## src/rtl/pipe_ctrl.sv

```systemverilog
// Pipeline hazard/stall controller: RUN / MEMWAIT / ERROR FSM with a memory-wait timeout.
// Optional saturating performance counters are enabled by defining PIPE_CTRL_PERF_EN.
module pipe_ctrl #(
  parameter int MEM_TIMEOUT = 15,
  parameter int CNT_W       = 16
) (
  input  logic             clk,
  input  logic             rst_n,
  input  logic             LDRstall,
  input  logic             PCSrcE,
  input  logic             MemReqM,
  input  logic             MemReadyM,
  output logic             StallF,
  output logic             StallD,
  output logic             StallE,
  output logic             StallM,
  output logic             FlushD,
  output logic             FlushE,
  output logic             FlushW,
  output logic             MemErr,
`ifdef PIPE_CTRL_PERF_EN
  output logic [CNT_W-1:0] LdStallCnt,
  output logic [CNT_W-1:0] BrFlushCnt,
  output logic [CNT_W-1:0] MemWaitCnt,
`endif
  output logic [1:0]       CtrlState
);

  typedef enum logic [1:0] {
    RUN     = 2'b00,
    MEMWAIT = 2'b01,
    ERROR   = 2'b10,
    ILLEGAL = 2'b11
  } state_e;

  localparam logic [7:0] WAIT_LAST = 8'(MEM_TIMEOUT - 1);

  state_e     state_q, state_d;
  logic [7:0] wcnt_q, wcnt_d;
  logic       in_err, mem_wait, br_flush, ld_stall;

  // Decode priority: error > memory wait > branch > load-use > idle.
  always_comb begin
    in_err   = state_q[1];
    mem_wait = 1'b0;
    if (!in_err) begin
      if (state_q == MEMWAIT) mem_wait = !MemReadyM;
      else                    mem_wait = MemReqM && !MemReadyM;
    end
    br_flush = !in_err && !mem_wait && PCSrcE;
    ld_stall = !in_err && !mem_wait && !PCSrcE && LDRstall;

    StallF    = in_err || mem_wait || ld_stall;
    StallD    = in_err || mem_wait || ld_stall;
    StallE    = in_err || mem_wait;
    StallM    = in_err || mem_wait;
    FlushW    = in_err || mem_wait;
    FlushD    = br_flush;
    FlushE    = br_flush || ld_stall;
    MemErr    = in_err;
    CtrlState = state_q;
  end

  always_comb begin
    state_d = state_q;
    wcnt_d  = 8'd0;
    case (state_q)
      RUN: begin
        if (MemReqM && !MemReadyM) state_d = MEMWAIT;
      end
      MEMWAIT: begin
        if (MemReadyM)                state_d = RUN;
        else if (wcnt_q == WAIT_LAST) state_d = ERROR;
        else                          wcnt_d  = wcnt_q + 8'd1;
      end
      default: state_d = state_q;
    endcase
  end

  always_ff @(posedge clk or negedge rst_n) begin
    if (!rst_n) begin
      state_q <= RUN;
      wcnt_q  <= 8'd0;
    end else begin
      state_q <= state_d;
      wcnt_q  <= wcnt_d;
    end
  end

`ifdef PIPE_CTRL_PERF_EN
  logic [CNT_W-1:0] ld_cnt_q, br_cnt_q, mw_cnt_q;

  // Counters stop at all-ones rather than wrapping.
  always_ff @(posedge clk or negedge rst_n) begin
    if (!rst_n) begin
      ld_cnt_q <= '0;
      br_cnt_q <= '0;
      mw_cnt_q <= '0;
    end else begin
      if (ld_stall && !(&ld_cnt_q)) ld_cnt_q <= ld_cnt_q + CNT_W'(1);
      if (br_flush && !(&br_cnt_q)) br_cnt_q <= br_cnt_q + CNT_W'(1);
      if (mem_wait && !(&mw_cnt_q)) mw_cnt_q <= mw_cnt_q + CNT_W'(1);
    end
  end

  assign LdStallCnt = ld_cnt_q;
  assign BrFlushCnt = br_cnt_q;
  assign MemWaitCnt = mw_cnt_q;
`endif

endmodule
```

## config.mk

```make
export PLATFORM = sky130hd
export DESIGN_NAME = pipe_ctrl
export DESIGN_NICKNAME = d
export VERILOG_FILES = /design/src/rtl/pipe_ctrl.sv
export SDC_FILE = /design/constraint.sdc
export NUM_CORES = 1
export LEC_CHECK = 0
export CORE_UTILIZATION = 42
export CTS_CLUSTER_SIZE = 16
export DETAILED_ROUTE_END_ITERATION = 7
export GPL_TIMING_DRIVEN = 0
export PLACE_DENSITY = 0.82
export RECOVER_POWER = 50
export SLEW_MARGIN = 10
export SYNTH_ARGS = -nofsm -noshare
export SYNTH_HDL_FRONTEND = slang
export SYNTH_SLANG_ARGS = --single-unit
```

## constraint.sdc

```tcl
create_clock -name clk -period 3.8 [get_ports clk]
set_clock_uncertainty 0.1 [all_clocks]
set_input_delay 0.95 -clock clk [delete_from_list [all_inputs] [get_ports clk]]
set_output_delay 0.95 -clock clk [all_outputs]
set_load 0.03 [all_outputs]
```

Word level (Yosys, flattened, before mapping)
Cells that the tools add are included.

storage, ports and cells
  register bits = 10
  input bits = 6
  output and inout bits = 10
  word-level logic and storage cells = 31

operators by class
  add/subtract/negate cells = 1
  equality and inequality tests = 4
  muxes and demuxes = 9
  reductions and logical operators = 15

operators by type and width
  cell                                           number
  2-to-1 mux 8 bit                               3
  adder 8 x 1 -> 8 bit, second input constant    1
  == test 8 x 4 -> 1 bit, second input constant  1
  2-to-1 mux 2 bit                               3
  logical AND 1 bit                              5
  zero test 1 bit                                4
  one-hot mux 2 bit (2 select lines)             1
  logical OR 1 bit                               3
  != test 3 x 2 -> 1 bit, second input constant  1
  AND reduction 3 bit                            1
  == test 2 x 1 -> 1 bit, second input constant  1
  zero test 2 bit                                1
  2-to-1 mux 1 bit                               2
  != test 2 bit, second input constant           1
  nonzero test 2 bit                             1

Depth between registers and ports, before layout
Gate-level depths: netlist of run 1.

  word-level depth = 9
  depth in mapped cells = 5
  depth with buffers taken out = 5

Least setup slack after synthesis of run 1
OpenSTA, ideal clock, no wires.

  path kind = input to output
  from = input port LDRstall
  to = output port StallF
  arrival = 1.999 ns
  data required time = 2.750 ns
  slack = 0.751 ns
  stages = 3
  buffers on the path = 1
  cells stage by stage = inv_1 > o21ai_0 > buf_4

between the ends
  word-level cells in the longest chain between the ends = 2

RTL lines
  element             RTL line  text
  start: declaration  9         input logic LDRstall,
  logical AND 1 bit   51        ld_stall = !in_err && !mem_wait && !PCSrcE && LDRstall;
  logical OR 1 bit    n/a
  end: declaration    13        output logic StallF,

Every way passes these cells.

Worst setup path after layout of run 1
  from = input port MemReqM
  to = output port StallF

between the ends
  word-level cells in the longest chain between the ends = 8
  elaborated cells between the ends (all ways) = 9

RTL lines
  element                         RTL line  text
  start: declaration              11        input logic MemReqM,
  logical AND 1 bit *             48        else mem_wait = MemReqM && !MemReadyM;
  2-to-1 mux 1 bit *              47        if (state_q == MEMWAIT) mem_wait = !MemReadyM;
  2-to-1 mux 1 bit *              46        if (!in_err) begin
  zero test 1 bit                 51
  logical AND 1 bit (3 in a row)  51
  logical OR 1 bit *              53        StallF = in_err || mem_wait || ld_stall;

Mark *: on every way between the ends. The rest lies on a longest branch, timed or not.

==> metrics.txt, run 1 <==
YS warnings=0; total number of vias=468; Yosys reg bits=10; Max Clk Rate=0.2738 GHz; worst path arrival time=roughly 2.6 ns; GRT Residual Overflow=0; CTS Buf Count=3; DRC viols=0; Crit. End Element=output port; I/O Buffers=15; worst setup path start=MemReqM; Worst-Margin Slew=0.6210 ns; hold_sp=wcnt_q[0]; CTS Hold Buffers Added=0; CTS tree=yes; status=finished, final reports clean; post-CTS sizing=0; Die W=38.45 um; top cells by area, synth=dfrtp_1 45%, buf_4 5.4%, ha_1 4.5%; met1 Use GR=0.2243; unrepaired setup endpoints after global routing=false; worst hold path type=flip-flop to flip-flop; H-Tree Level Count=1; average cell area after synthesis=9.621 um2; Req. time, crit path=between 2 and 3 ns; total power=183.2 uW; clock slew at reported path FFs=about 0.05 ns; Final Setup Violations=0; Syn-to-layout area delta=31.61%; Initial DRT Pass Iterations=2; multi-input logic area=245.2 um2; core box area=1171 um2; Synth cell types=21; vias per cell=5.200; syn_nets=66; diode count=0; DIE AREA=1478 um2; asr flop ratio synth=1.000; worst vdd ir=between 0.15 and 0.2 mV; Most Crowded Layer GR=met2; first-pass GRT wire length=1697 um; Synth Cell Area=558.0 um2; setup TNS=0 ns; final WL=1032 um; Setup Buffers After CTS=0; worst hold slack=about 0.39 ns; cell at the root of the clock tree=clkbuf_4; Worst-Skew Late Latency=0.26 ns; antenna violations before repair=0; Final Hold Viols=0; total track usage=0.1801; per-cell routed wire length=11.47 um; fin nets=86; fill count=108; main flop type after synthesis=dfrtp_1; top cells by count, synth=10 x dfrtp_1, 6 x nor2_1, 5 x inv_1, 5 x o21ai_0; share of layout cells above drive strength 1=0.1053; Die Span Y=38.45 um; num ports=16; Detailed Place HPWL=828.3 um; met2 Resource Use GR=0.2500; CP Launch Type=input pin; Tmin final=3.652 ns; cells after synthesis=58; Pleak=0.3052 nW; most numerous cell in the Yosys netlist=dfrtp_1; largest net degree at the start of global routing=11; GPL Wtd Cong=0.7686; Slew headroom=0.5842; vias in the first global route=373; post-detailed-route count of antenna-violating nets=0; Iter 0 DRT Violations=4; Final period util=0.9610; Final Max Slew Viols=0; clock sink count=10; CP Max Fanout=4; Yosys top cell area share=0.4484; Seq/Total Area, Yosys=0.4484; EDFF count, synth=0; power density cells=249.4 nW/um2; global routing usage on met3=0.08721; reg2reg start=wcnt_q[3]; clk buf depth=2; number of core rows=12; Max-Cap Viols=0; Crit Path Class=input pin to output port; Initial Util=0.4765; post-synth top area cell=dfrtp_1; Reg area=250.2 um2
flip-flops by register name, indices dropped and copies added (netlist names):
signal	count
wcnt_q	8
CtrlState	2
critical path, cell delays in order:
cell	delay [ns]
clkdlybuf4s50_1	0.49
nor2_1	0.06
o21a_1	0.20
o21ai_0	0.11
buf_4	0.14
clkdlybuf4s50_1	0.66
cells by family after synthesis:
family                     count (synthesis)  synth area share
xor gates and xnor gates                   3           0.04709
and+or+nand+nor                           21            0.2108
adders and majority gates                  2           0.04484
AOI/OAI and AO/OA                         13            0.1614
buffers and inverters                      9           0.08745
DFF                                       10            0.4484
metrics by stage:
step	utilization	instance area [um2]	cells	worst slack, ns
floorplan	-	558.0	58	0.7515
global placement	0.6197	725.7	87	0.1771
detailed placement	0.6197	725.7	87	0.1583
CTS	0.6389	748.2	90	0.1527
global route	0.6271	734.5	90	0.09999
finish	0.6271	734.5	90	0.1481
layout by cell type, fill, tap and decap left out, drive strengths merged, types with 2 or more instances in the layout:
master and count:
a21oi 4, buf 4, clkbuf 3, clkdlybuf4s50 14, dfrtp 10, ha 2
inv 5, nand2 3, nand3 3, nor2 6, o21a 2, o21ai 5
or3 3, xor2 2
routing by layer:
| layer | vias to the layer above | routed length, um |
|---|---|---|
| li1 | 236 | - |
| met1 | 215 | 475 |
| met2 | 12 | 477 |
| met3 | 5 | 60 |
| met4 | 0 | 19 |
| met5 | - | 0 |
final timing paths:
kind | end | slack (ns) | depth (start not counted)
max | StallF | 0.15 | 6
min | wcnt_q[0] | 0.39 | 1
max reg2reg | wcnt_q[2] | 2.09 | 3
min reg2reg | wcnt_q[0] | 0.39 | 1
max in group asynchronous | CtrlState[1] | 2.33 | 1
min in group asynchronous | wcnt_q[5] | 0.96 | 1
layout make-up:
cell class	count	area share
sequential	10	0.3407
buffer	4	0.04089
tap	14	0.02385
inverter	5	0.02555
timing repair buffer	15	0.2044
multi-input combinational	39	0.3339
clock buffer	3	0.03066
where the power goes:
part           leakage [nW]   switching, mW  internal, mW
combinational         0.162         0.00389       0.00481
clock                0.0138          0.0316        0.0363
sequential            0.129  0.000000000107         0.107
Power figures use the tool's default switching activity.
==> run 2, diff against run 1 <==
PLACE_DENSITY = 0.72   (was 0.82)
==> run 2 against run 1 <==
Effect of this change: utilization increased by 1.2 points; largest cell class unchanged; highest routed layer is now met3; clock power increased by 41%; setup slack got worse by 0.022 ns; largest power group unchanged.
==> metrics.txt, run 2 (same netlist as run 1, synthesis figures left out) <==
status=finished, final reports clean; I/O Buffers=15 (unchanged); vias in the first global route=400 (+7.2%); Setup WS pre-CTS=0.1151 ns (-0.04328 ns); crit path capture=StallF; R2R setup slack=2.09 ns (about the same); critical path depth=5 (-1); total number of vias=469 (+0.21%); Final Max Slew Viols=0 (unchanged); fin nets=86 (unchanged); Final Setup Violations=0 (unchanged); vias per cell=5.154 (-0.89%); setup TNS=0 ns (unchanged); total power=211.4 uW (+15%); GPL Wtd Cong=0.7360 (-4.2%); worst path bufs/invs=3 (unchanged); Req. time, crit path=2.75 ns (about the same); worst path arrival time=2.62 ns (+0.02 ns); Largest Register=wcnt_q; Syn-to-layout area delta=34.08%; max incr delay on CP=0.66 ns (about the same); core box area=1171 um2 (unchanged); largest net degree at the start of global routing=11 (unchanged); most frequent cells in the layout=14 x clkdlybuf4s50_1, 10 x dfrtp_1, 6 x nor2_1; Initial DRT Pass Iterations=4 (+2); share of layout cells above drive strength 1=0.1169 (+0.01162); reg2reg end=wcnt_q[3]; unrepaired setup endpoints after global routing=false; Slowest cell on crit path=clkdlybuf4s50_1; antenna violations before repair=0 (unchanged); total track usage=0.1946 (+0.01447); Max Clk Rate=0.2722 GHz (-0.61%); fill count=111 (+2.8%); Die W=38.45 um (unchanged); CTS Buf Count=3 (unchanged); DIE AREA=1478 um2 (unchanged); worst reg2reg path depth=3 (unchanged); most common cell after layout, fill and taps aside=clkdlybuf4s50_1; cell at the root of the clock tree=clkbuf_4; clk buf depth=2 (unchanged); post-CTS sizing=0 (unchanged); Worst-Margin Slew=0.6033 ns (-0.01774 ns); Crit path top cell by count=clkdlybuf4s50_1; setup ws final=0.1256 ns (-0.02250 ns); Die Span Y=38.45 um (unchanged); GRT Residual Overflow=0 (unchanged); power density cells=282.6 nW/um2 (+13%); area of all placed cells without fillers=748.2 um2 (+1.9%); Placed Area=725.7 um2 (unchanged); num ports=16 (unchanged); first-pass GRT wire length=1856 um (+9.4%); multi-input logic area=245.2 um2 (unchanged); Tmin final=3.674 ns (+0.02250 ns); Crit Path Class=input pin to output port; Crit. End Element=output port; clock slew at reported path FFs=0.07 ns (+0.02 ns); worst setup path start=MemReadyM; Detailed Place HPWL=848.6 um (+2.5%); per-cell routed wire length=12.21 um (+6.5%); clock sink count=10 (unchanged); crit path cell chain=clkdlybuf4s50_1 > o21a_1 > o21ai_0 > buf_4 > clkdlybuf4s50_1; max reg flops=8 (unchanged); H-Tree Level Count=1 (unchanged); CP Launch Type=input pin; Setup Buffers After CTS=0 (unchanged); Initial Util=0.4765 (unchanged); number of core rows=12 (unchanged); worst vdd ir=0.2412 mV (+29%); Final Hold Viols=0 (unchanged); Reg area=250.2 um2 (unchanged); post-detailed-route count of antenna-violating nets=0 (unchanged); Max-Cap Viols=0 (unchanged); worst hold path type=flip-flop to flip-flop; final WL=1111 um (+7.7%); reg2reg start=wcnt_q[4]; CP Max Fanout=4 (unchanged); CTS tree=yes; final core occ=0.6389 (+0.01175); CTS Hold Buffers Added=0 (unchanged); Iter 0 DRT Violations=10 (+6); Worst-Skew Late Latency=0.27 ns (about the same); Slew headroom=0.5960 (+0.01188); Pleak=0.3124 nW (+2.4%); delay-heaviest family, CP=buffers and inverters; DRC viols=0 (unchanged); diode count=0 (unchanged); Final period util=0.9669 (+0.005920)
==> run 2: layout make-up <==
class,instances,area share
buffer,4,0.04013
clock buffer,4,0.04849
inverter,5,0.02508
multi-input combinational,39,0.3278
sequential,10,0.3344
tap,14,0.02341
timing repair buffer,15,0.2007
==> run 2: per-layer routing <==
| metal | up-vias | global-route usage | part of all wire |
|---|---|---|---|
| met5 | - | 0 | 0 |
| met4 | 0 | 0.05172 | 0 |
| met3 | 0 | 0.08721 | 0.071 |
| met2 | 12 | 0.2966 | 0.48 |
| met1 | 222 | 0.2491 | 0.44 |
| li1 | 235 | - | - |
==> run 2: how the worst min path moves through the flow <==
stage | depth (start not counted) | slack [ns] | startpoint | endpoint
after CTS | 1 | 0.39 | wcnt_q[0] | wcnt_q[0]
after detailed placement | 1 | 0.38 | wcnt_q[0] | wcnt_q[0]
after global placement | 1 | 0.37 | wcnt_q[0] | wcnt_q[0]
after global routing | 1 | 0.41 | wcnt_q[0] | wcnt_q[0]
after floorplan | 1 | 0.35 | wcnt_q[0] | wcnt_q[0]
final | 1 | 0.39 | wcnt_q[0] | wcnt_q[0]
==> run 2: through the flow <==
step / hold WS (ns) / std cells
6_report: 0.3908 / 91
5_1_grt: 0.4133 / 91
4_1_cts: 0.3933 / 91
3_5_place_dp: 0.3841 / 87
3_3_place_gp: 0.3745 / 87
2_1_floorplan: 0.3542 / 58
==> run 2: power breakdown <==
| part | leakage, nW | internal (mW) | switching (mW) |
|---|---|---|---|
| Sequential | 0.129 | 0.106 | 0.0000000000933 |
| Combinational | 0.162 | 0.00481 | 0.00402 |
| Clock | 0.0210 | 0.0582 | 0.0380 |
==> run 3, diff against run 2 <==
RECOVER_POWER = default   (was 50)
==> run 3 against run 2 <==
Effect of this change: via count is 1.3% lower; final cell count unchanged; combinational power is 6.2% higher; clock power barely moved; first-iteration DRC count rose by 10%; utilization grew 1.2 points; non-clock buffer count unchanged; largest power group unchanged; routed wire length decreased by 0.36%; worst hold slack hardly changed; die area is the same; maximum frequency about the same.
==> metrics.txt, run 3 (same netlist as run 1, synthesis figures left out) <==
status=finished, final reports clean; worst hold path type=flip-flop to flip-flop; Crit Path Class=input pin to output port; I/O Buffers=15 (unchanged); Pleak=0.3132 nW (+0.28%); power density cells=278.0 nW/um2 (-1.6%); CTS tree=yes; Worst-Skew Late Latency=0.27 ns (about the same); Slew headroom=0.6879 (+0.09186); worst path arrival time=2.63 ns (about the same); Tmin final=3.677 ns (+0.002203 ns); most common cell after layout, fill and taps aside=clkdlybuf4s50_1; Final Max Slew Viols=0 (unchanged); post-CTS sizing=0 (unchanged); num ports=16 (unchanged); Worst-Margin Slew=0.4667 ns (-0.1366 ns); CTS Buf Count=3 (unchanged); CP Max Fanout=4 (unchanged); Final period util=0.9675 (about the same); DRC viols=0 (unchanged); vias per cell=5.088 (-1.3%); diode count=0 (unchanged); most frequent cells in the layout=15 x clkdlybuf4s50_1, 10 x dfrtp_1, 6 x nor2_1; number of core rows=12 (unchanged); Initial DRT Pass Iterations=3 (-1); core box area=1171 um2 (unchanged); vias in the first global route=400 (unchanged); Initial Util=0.4765 (unchanged); max reg flops=8 (unchanged); GRT Residual Overflow=0 (unchanged); total track usage=0.1946 (unchanged); GPL Wtd Cong=0.7360 (unchanged); worst hold slack=0.3908 ns (+0.00004000 ns); total number of vias=463 (-1.3%); antenna violations before repair=0 (unchanged); post-detailed-route count of antenna-violating nets=0 (unchanged); Setup Buffers After CTS=0 (unchanged); final WL=1107 um (-0.36%); Crit. End Element=output port; share of layout cells above drive strength 1=0.1299 (+0.01299); Detailed Place HPWL=848.6 um (unchanged); setup TNS=0 ns (unchanged); Max Clk Rate=0.2720 GHz (about the same); Req. time, crit path=2.75 ns (about the same); CTS Hold Buffers Added=0 (unchanged); Syn-to-layout area delta=36.55%; Iter 0 DRT Violations=11 (+1); clk buf depth=2 (unchanged); clock slew at reported path FFs=0.07 ns (about the same); DIE AREA=1478 um2 (unchanged); clock sink count=10 (unchanged); area of all placed cells without fillers=762.0 um2 (+1.8%); largest net degree at the start of global routing=11 (unchanged); Die W=38.45 um (unchanged); fin nets=86 (unchanged); unrepaired setup endpoints after global routing=false; Final Hold Viols=0 (unchanged); cell at the root of the clock tree=clkbuf_4; Placed Area=725.7 um2 (unchanged); Max-Cap Viols=0 (unchanged); per-cell routed wire length=12.16 um (-0.36%); first-pass GRT wire length=1856 um (unchanged); Die Span Y=38.45 um (unchanged); Final Setup Violations=0 (unchanged); Largest Register=wcnt_q; worst vdd ir=0.2552 mV (+5.8%); CP Launch Type=input pin; H-Tree Level Count=1 (unchanged)
-- run 3: power breakdown --
group	total, mW	internal (mW)	switching (mW)
registers	0.106	0.106	0.0000000000960
logic	0.00938	0.00501	0.00437
clock network	0.0961	0.0582	0.0379
-- run 3: final timing paths --
kind	startpoint	endpoint	slack, ns	cells after the start
worst min register to register	wcnt_q[0]	wcnt_q[0]	0.39	1
worst max register to register	wcnt_q[0]	wcnt_q[3]	2.33	5
worst max-delay path	MemReadyM	StallF	0.12	5
max in group asynchronous	rst_n	wcnt_q[1]	2.38	1
min in group asynchronous	rst_n	CtrlState[1]	0.90	1
worst min-delay path	wcnt_q[0]	wcnt_q[0]	0.39	1
-- run 3: area by class of cell --
| type | instances | area [um2] |
|---|---|---|
| fill | 108 | 409.1 |
| sequential | 10 | 250.2 |
| timing repair buffer | 15 | 150.1 |
| buffer | 4 | 30.03 |
| inverter | 5 | 18.77 |
| tap | 14 | 17.52 |
| multi-input combinational | 39 | 259.0 |
| clock buffer | 4 | 36.28 |
-- run 3: metal layers --
layer / vias to the layer above / wire, um / track usage
li1: 235 / - / -
met2: 11 / 533 / 0.2966
met3: 0 / 62 / 0.08721
met5: - / 0 / 0
met4: 0 / 0 / 0.05172
met1: 217 / 511 / 0.2491
-- run 3: metrics by stage --
stage | utilization | power [mW] | setup slack, ns | cells
after floorplan | - | 0.1096 | 0.7515 | 58
after global placement | 0.6197 | 0.1177 | 0.1647 | 87
after detailed placement | 0.6197 | 0.1179 | 0.1151 | 87
after CTS | 0.6506 | 0.2146 | 0.1116 | 91
after global routing | 0.6506 | 0.2203 | 0.04753 | 91
final | 0.6506 | 0.2118 | 0.1234 | 91
-- run 3: worst max-delay path, stage by stage --
cell and delay, ns:
clkdlybuf4s50_1 0.48, o21a_1 0.26, o21ai_0 0.13, buf_4 0.15, clkdlybuf4s50_1 0.66
